$ cat src/rtl/fifo_param_pkg.sv
// Shared constants and helpers for fifo_param: default sizes, clog2 and
// the parameter legality predicate evaluated at elaboration.
package fifo_param_pkg;

   localparam int FIFO_WIDTH_DEF = 8;
   localparam int FIFO_DEPTH_DEF = 16;

   function automatic int clog2(input int value);
      int result;
      result = 0;
      while ((1 << result) < value) result++;
      return result;
   endfunction

   // Depth must be a power of two >= 4 and thresholds strictly ordered inside it.
   function automatic bit fifo_cfg_ok(input int width, input int depth,
                                      input int ae_level, input int af_level);
      return (width >= 1) && (depth >= 4) && ((depth & (depth - 1)) == 0) &&
             (ae_level >= 1) && (ae_level < af_level) && (af_level < depth);
   endfunction

endpackage

$ cat src/rtl/fifo_param_ram.sv
// Simple dual-port register array: synchronous write port and a registered
// read port whose output resets to zero (the storage itself is never reset).
module fifo_param_ram
   import fifo_param_pkg::*;
#(
   parameter int WIDTH = FIFO_WIDTH_DEF,
   parameter int DEPTH = FIFO_DEPTH_DEF,
   parameter int AW    = clog2(FIFO_DEPTH_DEF)
) (
   input  logic             clk,
   input  logic             rst_n,
   input  logic             we,
   input  logic [AW-1:0]    waddr,
   input  logic [WIDTH-1:0] wdata,
   input  logic             re,
   input  logic [AW-1:0]    raddr,
   output logic [WIDTH-1:0] rdata
);

   logic [WIDTH-1:0] mem [DEPTH];

   always_ff @(posedge clk) begin
      if (we) mem[waddr] <= wdata;
   end

   always_ff @(posedge clk or negedge rst_n) begin
      if (!rst_n)  rdata <= '0;
      else if (re) rdata <= mem[raddr];
   end

endmodule

$ cat src/rtl/fifo_param.sv
// Parametrised synchronous FIFO with occupancy count, registered flags and flush.
// Optional sticky OVF/UDF error outputs when FIFO_PARAM_ERR_EN is defined.
module fifo_param
   import fifo_param_pkg::*;
#(
   parameter int WIDTH    = FIFO_WIDTH_DEF,
   parameter int DEPTH    = FIFO_DEPTH_DEF,
   parameter int AE_LEVEL = 4,
   parameter int AF_LEVEL = 12,
   localparam int AW      = clog2(DEPTH)
) (
   input  logic             clk,
   input  logic             RESET_N,
   input  logic             CLR,
   input  logic [WIDTH-1:0] DATA_IN,
   input  logic             WE,
   input  logic             RE,
   output logic [WIDTH-1:0] DOUT,
   output logic             EF,
   output logic             PEF,
   output logic             FF,
   output logic             PFF,
   output logic [AW:0]      COUNT
`ifdef FIFO_PARAM_ERR_EN
   ,
   output logic             OVF,
   output logic             UDF
`endif
);

   if (!fifo_cfg_ok(WIDTH, DEPTH, AE_LEVEL, AF_LEVEL)) begin : g_cfg_err
      $error("fifo_param: illegal WIDTH/DEPTH/AE_LEVEL/AF_LEVEL combination");
   end

   localparam logic [AW:0] PTR_ONE = (AW+1)'(1);
   localparam logic [AW:0] DEPTH_C = (AW+1)'(DEPTH);
   localparam logic [AW:0] AE_C    = (AW+1)'(AE_LEVEL);
   localparam logic [AW:0] AF_C    = (AW+1)'(AF_LEVEL);

   logic [AW:0] wadd, radd;
   logic [AW:0] wadd_nxt, radd_nxt, cnt_nxt;
   logic        wr_ok, rd_ok;
   logic        ram_we, ram_re;

   always_comb begin
      wr_ok    = WE && !FF;
      rd_ok    = RE && !EF;
      ram_we   = 1'b0;
      ram_re   = 1'b0;
      wadd_nxt = wadd;
      radd_nxt = radd;
      if (CLR) begin
         wadd_nxt = '0;
         radd_nxt = '0;
      end else begin
         ram_we = wr_ok;
         ram_re = rd_ok;
         if (wr_ok) wadd_nxt = wadd + PTR_ONE;
         if (rd_ok) radd_nxt = radd + PTR_ONE;
      end
      cnt_nxt = wadd_nxt - radd_nxt;
   end

   // Flags are registered from the post-edge occupancy so they line up with COUNT.
   always_ff @(posedge clk or negedge RESET_N) begin
      if (!RESET_N) begin
         wadd <= '0;
         radd <= '0;
         EF   <= 1'b1;
         PEF  <= 1'b1;
         FF   <= 1'b0;
         PFF  <= 1'b0;
      end else begin
         wadd <= wadd_nxt;
         radd <= radd_nxt;
         EF   <= (cnt_nxt == '0);
         PEF  <= (cnt_nxt <= AE_C);
         FF   <= (cnt_nxt == DEPTH_C);
         PFF  <= (cnt_nxt >= AF_C);
      end
   end

   assign COUNT = wadd - radd;

`ifdef FIFO_PARAM_ERR_EN
   always_ff @(posedge clk or negedge RESET_N) begin
      if (!RESET_N) begin
         OVF <= 1'b0;
         UDF <= 1'b0;
      end else if (CLR) begin
         OVF <= 1'b0;
         UDF <= 1'b0;
      end else begin
         if (WE && FF) OVF <= 1'b1;
         if (RE && EF) UDF <= 1'b1;
      end
   end
`endif

   fifo_param_ram #(
      .WIDTH (WIDTH),
      .DEPTH (DEPTH),
      .AW    (AW)
   ) u_ram (
      .clk   (clk),
      .rst_n (RESET_N),
      .we    (ram_we),
      .waddr (wadd[AW-1:0]),
      .wdata (DATA_IN),
      .re    (ram_re),
      .raddr (radd[AW-1:0]),
      .rdata (DOUT)
   );

endmodule

$ cat config.mk
export PLATFORM = sky130hd
export DESIGN_NAME = fifo_param
export DESIGN_NICKNAME = d
export VERILOG_FILES = /design/src/rtl/fifo_param_pkg.sv /design/src/rtl/fifo_param_ram.sv /design/src/rtl/fifo_param.sv
export SDC_FILE = /design/constraint.sdc
export NUM_CORES = 1
export LEC_CHECK = 0
export CORE_MARGIN = 2
export CORE_UTILIZATION = 33
export DETAILED_ROUTE_END_ITERATION = 6
export GPL_ROUTABILITY_DRIVEN = 0
export PLACE_DENSITY_LB_ADDON = 0.2
export SYNTH_ARGS = -nofsm -noshare
export SYNTH_HDL_FRONTEND = slang
export SYNTH_SLANG_ARGS = --single-unit
$ cat constraint.sdc
create_clock -name clk -period 3.5 [get_ports clk]
set_clock_uncertainty 0.1 [all_clocks]
set_input_delay 0.525 -clock clk [delete_from_list [all_inputs] [get_ports clk]]
set_output_delay 0.525 -clock clk [all_outputs]
set_load 0.1 [all_outputs]
Word-level counts from Yosys, hierarchy flattened
Memory sizes are Yosys's and may differ from the RTL's. A register that Yosys moved wholly into a read port is not among the register bits.
Cells that the tools add are included.
{ "word_totals": {"reg_bits": 14, "ram_bits": 128, "in_bits": 13, "output_inout_bits": 17, "wordCells": 28, "n_memories": 1} }
{ "classes": {"addsub": 4, "n_lt_le_gt_ge": 2, "n_eq_ne": 1, "n_mux": 8, "reduce_logical": 6} }
{ "memory_table": {"columns": ["name", "depth", "width", "rd", "rd_clocked_by_memory_dff", "wr", "line_no", "rtl"], "rows": [
  ["u_ram.mem", 16, 8, 1, 1, 1, "fifo_param_ram.sv:20", "logic [WIDTH-1:0] mem [DEPTH];"]
]} }
{ "op_table": {"columns": ["op", "n"], "rows": [
  ["$mux 5", 4],
  ["$add 5x1->5 const B", 2],
  ["$sub 5x5->5", 2],
  ["$eq 5x5->1 const B", 1],
  ["$ge 5x4->1 const B", 1],
  ["$le 5x3->1 const B", 1],
  ["$logic_not 5->1", 1],
  ["$mux 1", 4],
  ["$logic_not 1->1", 3],
  ["$logic_and 1x1->1", 2]
]} }

Depth between registers and ports, before layout
Gate-level depths: netlist (run 1).
{ "depth": {"depth_word": 6, "mapped_depth": 14, "depth_no_buf": 12} }

Cells and area by module
From an unflattened synthesis (run 1), not the netlist that was laid out.
{ "unflattened": {"cells_unflattened": 369, "area_unflattened_um2": 6530.0} }
{ "by_module_without_submodules": {"columns": ["module", "instances", "cells_each", "area_per_inst_um2", "seq_area_each_um2"], "rows": [
  ["fifo_param_ram", 1, 240, 5331.4, 4043.9],
  ["fifo_param", 1, 129, 1198.6, 352.8]
]} }

Least setup slack after synthesis (run 1)
Ideal clock, no wire load.
{ "synth_path": {"path_kind": "flip-flop to output port", "start": "register radd[1]", "end": "output COUNT[3]", "t_arrival_ns": 2.983, "required_ns": 2.875, "setup_slack_ns": -0.108, "path_stages_with_launch": 8, "path_buffers": 2, "path_cell_list": "dfrtp_1 -> buf_2 -> buf_1 -> inv_1 -> ha_1 -> a21o_1 -> a21oi_1 -> xnor2_1"} }
{ "synth_via": {"elab_chain_len": 1} }
{ "synth_lines": {"columns": ["element", "line_no", "rtl"], "rows": [
  ["start: declaration", "fifo_param.sv:40", "logic [AW:0] wadd, radd;"],
  ["start signal: assignment", "fifo_param.sv:75", "radd <= radd_nxt;"],
  ["$sub 5x5->5", "fifo_param.sv:83", "assign COUNT = wadd - radd;"],
  ["end: declaration", "fifo_param.sv:23", "output logic [AW:0] COUNT"]
]} }
No other way between the ends.

Worst setup path after layout (run 1)
{ "layout_path": {"start": "register radd[0]", "end": "output COUNT[4]"} }
The elaborated chain is that of the path after synthesis.

==> results of run 1 <==
-- power by group --
part / switching, mW / internal [mW]
clock network: 0.754 / 1.07
registers: 0.0749 / 2.05
logic: 1.10 / 0.584
total: 1.92 / 3.70
-- logic make-up (layout without fill, tap and decap cells) --
logic type	after synthesis	in the layout	synth area share
buf+inv	28	85	0.0210
flops	150	150	0.689
fa+ha+maj	15	15	0.0318
mux	49	49	0.157
compound gates	22	22	0.0263
xor+xnor	16	16	0.0220
simple gates	56	56	0.0533
-- stage by stage --
stage | cells | cell area [um^2]
5_1_grt | 653 | 7630
6_report | 653 | 7630
3_5_place_dp | 621 | 7040
4_1_cts | 653 | 7630
2_1_floorplan | 336 | 6390
3_3_place_gp | 621 | 7040
-- final cells by class --
cell class	count	area share
timing repair buffer	37	0.0518
multi-input combinational	158	0.244
clock inverter	15	0.0216
sequential	150	0.577
clock buffer	17	0.0558
tap	260	0.0426
inverter	16	0.00787
-- metal layers --
layer / wire (um) / GRT usage / up-vias
met4: 123 / 0.0422 / 0
met1: 6150 / 0.186 / 1640
met5: 0 / 0 / -
met2: 6080 / 0.213 / 51
met3: 406 / 0.0362 / 9
li1: - / - / 1418
-- cells in the final DEF, fill, tap and decap left out, drive strengths merged, types with 3 or more instances in the layout --
cell / synthesis / layout
nand2: 4 / 4
mux2: 8 / 8
nand2b: 4 / 4
nor2b: 3 / 3
mux4: 40 / 40
ha: 13 / 13
inv: 16 / 23
nand3: 4 / 4
clkbuf: 5 / 17
buf: 7 / 15
clkdlybuf4s50: 0 / 22
edfxtp: 128 / 128
clkinv: 0 / 3
nor3: 5 / 5
dfrtp: 20 / 20
a21oi: 8 / 8
clkinvlp: 0 / 3
or2: 5 / 5
a211o: 3 / 3
xnor2: 9 / 9
nor2: 9 / 9
xor2: 7 / 7
and2: 15 / 15
-- worst paths after layout --
path                           startpoint             end  slack [ns]  cells past startpoint
hold / removal                    RESET_N  u_ram.rdata[0]        0.36                      2
max in group asynchronous         RESET_N              EF        2.66                      2
setup reg to reg                  wadd[1]              FF        0.57                      9
setup / recovery                  radd[0]        COUNT[4]        0.42                      7
min in group clk           u_ram.rdata[1]  u_ram.rdata[1]        0.41                      1
hold reg to reg            u_ram.rdata[1]  u_ram.rdata[1]        0.41                      1
-- sequential cells by signal (all words and copies together), names as in the netlist --
signal / cells
EF: 1
FF: 1
PEF: 1
PFF: 1
radd: 5
u_ram.mem: 128
u_ram.rdata: 8
wadd: 5
==> flow_summary_export.csv, run 1 <==
group,metric,value,unit
critical_path,path_cells,"ha_1 > fa_1 > inv_1 > a21o_1 > a21oi_1 > xor2_1 > buf_12",
sta,grt_setup_unrepaired,"no",
placement,io_buffers,29,
finish,diodes,0,
sta,worstMarginPinSlew,0.981,ns
clocking,cts_root_buffer,"clkbuf_16",
yosys,syn-mean-instance-area,19.0,um^2
yosys,synth_top_cell_by_area,"edfxtp_1",
die,dieHeight,143,um
critical_path,criticalPathCategory,"flop to output port",
global_route,grt_util_all_layers,0.136,
min_path,hp-class,"input port to async pin",
clocking,cts_buffers,17,
die,die_area,20500,um^2
finish,num-fill-cells,1672,
yosys,synth_edf_count,128,
yosys,synth_cells,336,
yosys,synth_warnings,0,
global_route,grt-ovfl-total,0,
die,pin_count,30,
power,leakagePower,2.58,nW
yosys,syn_nets,364,
clocking,h-tree-depth,4,
placement,hpwl,8780,um
yosys,netlist_top_cells_count,"edfxtp_1 (128), mux4_2 (40), dfrtp_1 (20)",
clocking,clock_tree.buffer_depth,2,
power,power_density,737,nW/um^2
finish,fin_nets,408,
run,max_cap_violations,0,
sta,finalHoldViolations,0,
sta,tns,0,ns
critical_path,cp_slowest_stage_delay,0.66,ns
route,drc,0,
global_route,grt_pass1_vias,3336,
route,ant_nets,0,
yosys,synth-seq-cells,150,
critical_path,crit_buf_inv,2,
clocking,cts.reportedPaths.clkPinSlew,0.06,ns
global_route,grt_max_degree,25,
critical_path,crit_required,2.87,ns
placement,preCtsSetupSlack,0.0287,ns
die,rows,50,
finish,drive_gt1_frac,0.280,
sta,slew_violations,0,
yosys,yosysUniqueCellTypes,45,
yosys,yosysMostFrequentCell,"edfxtp_1",
clocking,clkLatencyLatePin,0.42,ns
yosys,synth_ff_type,"edfxtp_1",
global_route,grt_first_pass_wirelength,19900,um
route,vias,3118,
critical_path,path_max_fanout,13,
finish,syn_to_final_growth,19.5,%
critical_path,cp_slowest_cell,"dfrtp_2",
yosys,synth.cell_area,6380,um^2
finish,regArea,4400,um^2
route,vias_per_cell,4.77,
yosys,ys_seq_area_frac,0.689,
clocking,clock-sinks,150,
global_route,antenna_found_initial,0,
power,irDropWorstVdd,0.338,mV
sta,setup_viol,0,
yosys,yosysTopAreaCellShare,0.602,
sta,relSlewSlack,0.344,
clocking,cts_post_setup_buffers_inserted,0,
die,coreArea,18800,um^2
sta,timing.hold.ws,0.361,ns
status,status,"completed",
clocking,tritoncts,"yes",
sta,timing.fmax,0.325,GHz
yosys,synth-async-reset-ratio,0.147,
critical_path,start_kind,"flop",
route,wl,12800,um
sta,post-route-period-util,0.879,
clocking,hold_buffers,0,
route,firstDrtPassIters,4,
die,start_util,0.339,
power,finalPower,5.62,mW
yosys,ys_top_cells_by_area,"edfxtp_1 (60%), mux4_2 (14%), dfrtp_1 (7.8%), ha_1 (2.5%), and2_1 (1.5%)",
sta,setup_slack,0.425,ns
critical_path,cp_top_family,"flip-flops",
critical_path,end_kind,"output port",
route,avgRoutedWirePerCell,19.5,um
critical_path,cp.arrival,2.45,ns
sta,fin_crit,3.08,ns
finish,multi_input_area,1860,um^2
finish,fin_util,0.405,
clocking,cts_resized,0,
route,drt_iter0_drc,248,
die,die_w,143,um
(Power assumes the default switching activity.)
==> run 2: changes to the inputs <==
Settings changed: CELL_PAD_IN_SITES_DETAIL_PLACEMENT from default to 1, CELL_PAD_IN_SITES_GLOBAL_PLACEMENT from default to 1.
==> run 2 against run 1 <==
Against the previous run: register-to-register slack hardly changed; global-route usage is 0.75 points higher; count of clock-buffer cells in the layout is 1 higher; via count is 1.4% lower; largest power group unchanged; critical path depth is 3 higher; sequential power hardly changed; wire length is 3.9% higher; sequential share of layout area hardly changed; flip-flop and latch count stayed put; critical path type is now input port to flop; highest routed layer unchanged; combinational power hardly changed; worst hold slack better by 0.045 ns; fmax is 2.9% higher.
==> flow_summary_export.csv, run 2 (synthesized netlist as in run 1, its figures left out) <==
group,metric,value,unit
route,vias,3075,
placement,dp_cells,621,
finish,fin_area,7630,um^2
critical_path,crit_required,3.76,ns
finish,drive_gt1_frac,0.277,
sta,tns,0,ns
critical_path,critPathLaunch,"WE",
clocking,h-tree-depth,4,
route,vias_per_cell,4.71,
die,pin_count,30,
sta,post-route-period-util,0.854,
route,drc,0,
finish,stdcell_count,653,
critical_path,start_kind,"input port",
die,die_w,143,um
finish,fin_util,0.405,
power,leakagePower,2.59,nW
finish,final_common_cell,"edfxtp_1",
sta,slew_violations,0,
clocking,cts_root_buffer,"clkbuf_16",
status,status,"completed",
global_route,grt_max_degree,33,
sta,finalHoldViolations,0,
global_route,grt_first_pass_wirelength,21000,um
critical_path,path_max_fanout,4,
die,dieHeight,143,um
placement,hpwl,8930,um
clocking,cts_post_setup_buffers_inserted,0,
sta,worstMarginPinSlew,1.00,ns
clocking,clkLatencyLatePin,0.42,ns
power,power_density,743,nW/um^2
sta,timing.fmax,0.335,GHz
placement,post_dp_cell_area,7030,um^2
clocking,cts.reportedPaths.clkPinSlew,0.06,ns
placement,io_buffers,29,
critical_path,end_kind,"flop",
finish,top_register,"u_ram.mem",
run,max_cap_violations,0,
sta,relSlewSlack,0.332,
critical_path,cp.arrival,3.25,ns
clocking,clock_tree.buffer_depth,2,
clocking,tritoncts,"yes",
clocking,hold_buffers,0,
min_path,hp-class,"flop to flop",
global_route,antenna_found_initial,0,
clocking,cts_resized,0,
global_route,grt_pass1_vias,3422,
sta,setup_viol,0,
critical_path,r2r-start,"wadd[1]",
die,rows,50,
die,die_area,20500,um^2
route,avgRoutedWirePerCell,20.3,um
finish,fin_nets,408,
route,firstDrtPassIters,4,
finish,layout_common_cells,"edfxtp_1 (128), mux4_2 (40), clkdlybuf4s50_1 (22), dfrtp_1 (19), clkbuf_16 (17)",
critical_path,criticalPathCategory,"input port to flop",
finish,syn_to_final_growth,19.5,%
die,start_util,0.339,
min_path,hp-start,"u_ram.rdata[6]",
clocking,clock-sinks,150,
clocking,cts_buffers,17,
power,irDropWorstVdd,0.352,mV
sta,timing.hold.ws,0.406,ns
finish,diodes,0,
finish,top_regs,"u_ram.mem x128, u_ram.rdata x8",
route,ant_nets,0,
die,coreArea,18800,um^2
route,wl,13300,um
route,drt_iter0_drc,207,
global_route,grt_util_all_layers,0.143,
finish,largest_reg_flops,128,
sta,grt_setup_unrepaired,"no",
global_route,grt-ovfl-total,0,
sta,fin_crit,2.99,ns
## run 2: cell count changes in the layout (fill, tap and decap cells not counted), sizes merged
cell	change
bufinv	+1
clkbuf	+1
clkinv	+3
clkinvlp	-3
inv	-2
## run 2: final timing paths
check	to	slack, ns	cells after the start
setup / recovery	FF	0.51	10
hold / removal	u_ram.rdata[6]	0.41	1
setup reg to reg	FF	0.56	9
hold reg to reg	u_ram.rdata[6]	0.41	1
max in group asynchronous	u_ram.rdata[4]	2.24	2
min in group asynchronous	PFF	0.44	1
## run 2: worst max-delay path, stage by stage
cell	delay [ns]
clkdlybuf4s50_1	0.53
nor2b_1	0.21
xnor2_1	0.07
or2_2	0.29
ha_1	0.23
fa_1	0.44
nand2b_1	0.19
nand3b_1	0.19
a211oi_2	0.37
o211a_1	0.20
## run 2: power by group
| group | leakage (nW) | switching, mW | total (mW) | internal [mW] |
|---|---|---|---|---|
| Combinational | 0.866 | 1.11 | 1.69 | 0.575 |
| Sequential | 1.43 | 0.0603 | 2.11 | 2.05 |
| Clock | 0.296 | 0.742 | 1.87 | 1.13 |
## run 2: routing by layer
layer,GRT usage,share of wire,up-vias
met5,0,0,-
met4,0.0495,0.012,0
met2,0.209,0.45,46
met3,0.0362,0.025,12
met1,0.209,0.51,1601
li1,-,-,1416
## run 2: cell type report
type,instances,area (um^2)
flip-flops and latches,150,4400
repair buffers,37,383
clock inverters,14,171
multi-input cells,158,1860
well taps,260,325
fillers,1811,11200
inverters,16,60.1
clock buffers,18,429
## run 2: metrics by stage
stage / setup slack, ns / power (mW)
2_1_floorplan: 0.151 / 3.41
6_report: 0.512 / 5.67
3_3_place_gp: 0.135 / 3.84
3_5_place_dp: 0.0374 / 3.85
4_1_cts: 0.483 / 5.74
5_1_grt: 0.270 / 5.90
==> run 3: changes to the inputs <==
Settings changed: CORE_MARGIN 2 to 4.
==> run 3 against run 2 <==
Against the previous run: highest routed layer unchanged; critical path depth shrank 3; critical endpoint is now COUNT[4]; worst hold slack got worse by 0.042 ns; cell area fell by 0.59%; die area increased by 5.7%; flip-flop and latch count is the same; clock power shrank 7%; register-to-register slack gained 0.03 ns; combinational power about the same; largest power group unchanged; sequential power hardly changed; cell count unchanged; global-route usage shrank 1.0 points; count of clock-buffer cells in the layout up 1.
==> flow_summary_export.csv, run 3 (synthesized netlist as in run 1, its figures left out) <==
group,metric,value,unit
route,firstDrtPassIters,4,
sta,timing.fmax,0.327,GHz
clocking,clock-sinks,150,
critical_path,r2r_cells,9,
route,ant_nets,0,
critical_path,rr_endpoint,"FF",
critical_path,crit_required,2.87,ns
die,die_area,21600,um^2
finish,layout_common_cells,"edfxtp_1 (128), mux4_2 (40), clkdlybuf4s50_1 (22), dfrtp_1 (19), clkbuf_16 (17)",
finish,drive_gt1_frac,0.275,
global_route,grt_max_degree,25,
critical_path,regToRegSetupSlack,0.59,ns
critical_path,path_max_fanout,14,
finish,top_regs,"u_ram.mem x128, u_ram.rdata x8",
finish,top_register,"u_ram.mem",
clocking,hold_buffers,0,
critical_path,start_kind,"flop",
power,power_density,730,nW/um^2
die,coreArea,18900,um^2
critical_path,cp.arrival,2.43,ns
sta,grt_setup_unrepaired,"no",
critical_path,crit_end,"COUNT[4]",
global_route,grt-ovfl-total,0,
route,vias,3114,
sta,relSlewSlack,0.352,
finish,largest_reg_flops,128,
placement,hpwl,9220,um
global_route,grt_pass1_vias,3426,
power,irDropWorstVdd,0.358,mV
sta,slew_violations,0,
sta,worstMarginPinSlew,0.968,ns
global_route,grt_first_pass_wirelength,21200,um
route,avgRoutedWirePerCell,20.4,um
run,max_cap_violations,0,
power,leakagePower,2.57,nW
clocking,clkLatencyLatePin,0.42,ns
sta,post-route-period-util,0.873,
die,dieHeight,147,um
finish,diodes,0,
min_path,hp-class,"input port to async pin",
clocking,cts_root_buffer,"clkbuf_16",
clocking,cts_buffers,17,
sta,tns,0,ns
finish,stdcell_count,653,
finish,final_common_cell,"edfxtp_1",
sta,finalHoldViolations,0,
die,start_util,0.338,
die,pin_count,30,
route,vias_per_cell,4.77,
placement,io_buffers,29,
die,die_w,147,um
status,status,"completed",
clocking,cts_post_setup_buffers_inserted,0,
clocking,cts.reportedPaths.clkPinSlew,0.06,ns
clocking,tritoncts,"yes",
route,drt_iter0_drc,251,
critical_path,end_kind,"output port",
critical_path,r2r-start,"wadd[1]",
clocking,h-tree-depth,4,
clocking,cts_resized,0,
clocking,clock_tree.buffer_depth,2,
global_route,grt_util_all_layers,0.133,
sta,fin_crit,3.05,ns
global_route,antenna_found_initial,0,
finish,syn_to_final_growth,18.8,%
critical_path,critPathLaunch,"radd[0]",
sta,setup_viol,0,
die,rows,50,
route,drc,0,
route,wl,13400,um
critical_path,criticalPathCategory,"flop to output port",
placement,dp_cells,621,
finish,fin_nets,408,
[run 3: metal layers]
layer / up-vias / GRT usage / wire length, um
met1: 1632 / 0.195 / 6710
met3: 20 / 0.0336 / 431
li1: 1411 / - / -
met4: 0 / 0.0489 / 231
met5: - / 0 / 0
met2: 51 / 0.194 / 5980
[run 3: worst max-delay path, stage by stage, from the launching register on]
cell	delay (ns)
dfrtp_2	0.68
ha_1	0.27
fa_1	0.21
inv_1	0.05
a21o_1	0.15
a21oi_1	0.18
xor2_1	0.25
buf_12	0.21
[run 3: worst min-delay path by stage]
stage | from | end | slack (ns) | cells after the start
after floorplan | RESET_N | FF | 0.13 | 0
after global placement | u_ram.rdata[6] | u_ram.rdata[6] | 0.39 | 1
after detailed placement | u_ram.rdata[7] | u_ram.rdata[7] | 0.40 | 1
after CTS | RESET_N | u_ram.rdata[3] | 0.36 | 2
after global routing | RESET_N | u_ram.rdata[3] | 0.38 | 2
final | RESET_N | radd[2] | 0.36 | 2
[run 3: final cells by class]
class / count / area, um^2
Multi-Input combinational cell: 158 / 1860
Clock inverter: 13 / 123
Fill cell: 1870 / 11300
Sequential cell: 150 / 4400
Inverter: 16 / 60.1
Clock buffer: 19 / 433
Tap cell: 260 / 325
Timing Repair Buffer: 37 / 383
[run 3: where the power goes]
| group | leakage, nW | internal, mW | total (mW) | switching (mW) |
|---|---|---|---|---|
| registers | 1.43 | 2.05 | 2.12 | 0.0747 |
| clock network | 0.270 | 0.988 | 1.73 | 0.742 |
| logic | 0.867 | 0.579 | 1.68 | 1.10 |
[run 3: per-stage QoR]
step / power (mW) / instance area (um^2) / setup WS, ns / util / hold slack, ns
2_1_floorplan: 3.41 / 6390 / 0.151 / - / 0.129
3_3_place_gp: 3.84 / 7030 / 0.126 / 0.372 / 0.391
3_5_place_dp: 3.85 / 7030 / 0.0304 / 0.372 / 0.403
4_1_cts: 5.59 / 7580 / 0.368 / 0.401 / 0.365
5_1_grt: 5.78 / 7580 / 0.231 / 0.401 / 0.380
6_report: 5.53 / 7580 / 0.446 / 0.401 / 0.364
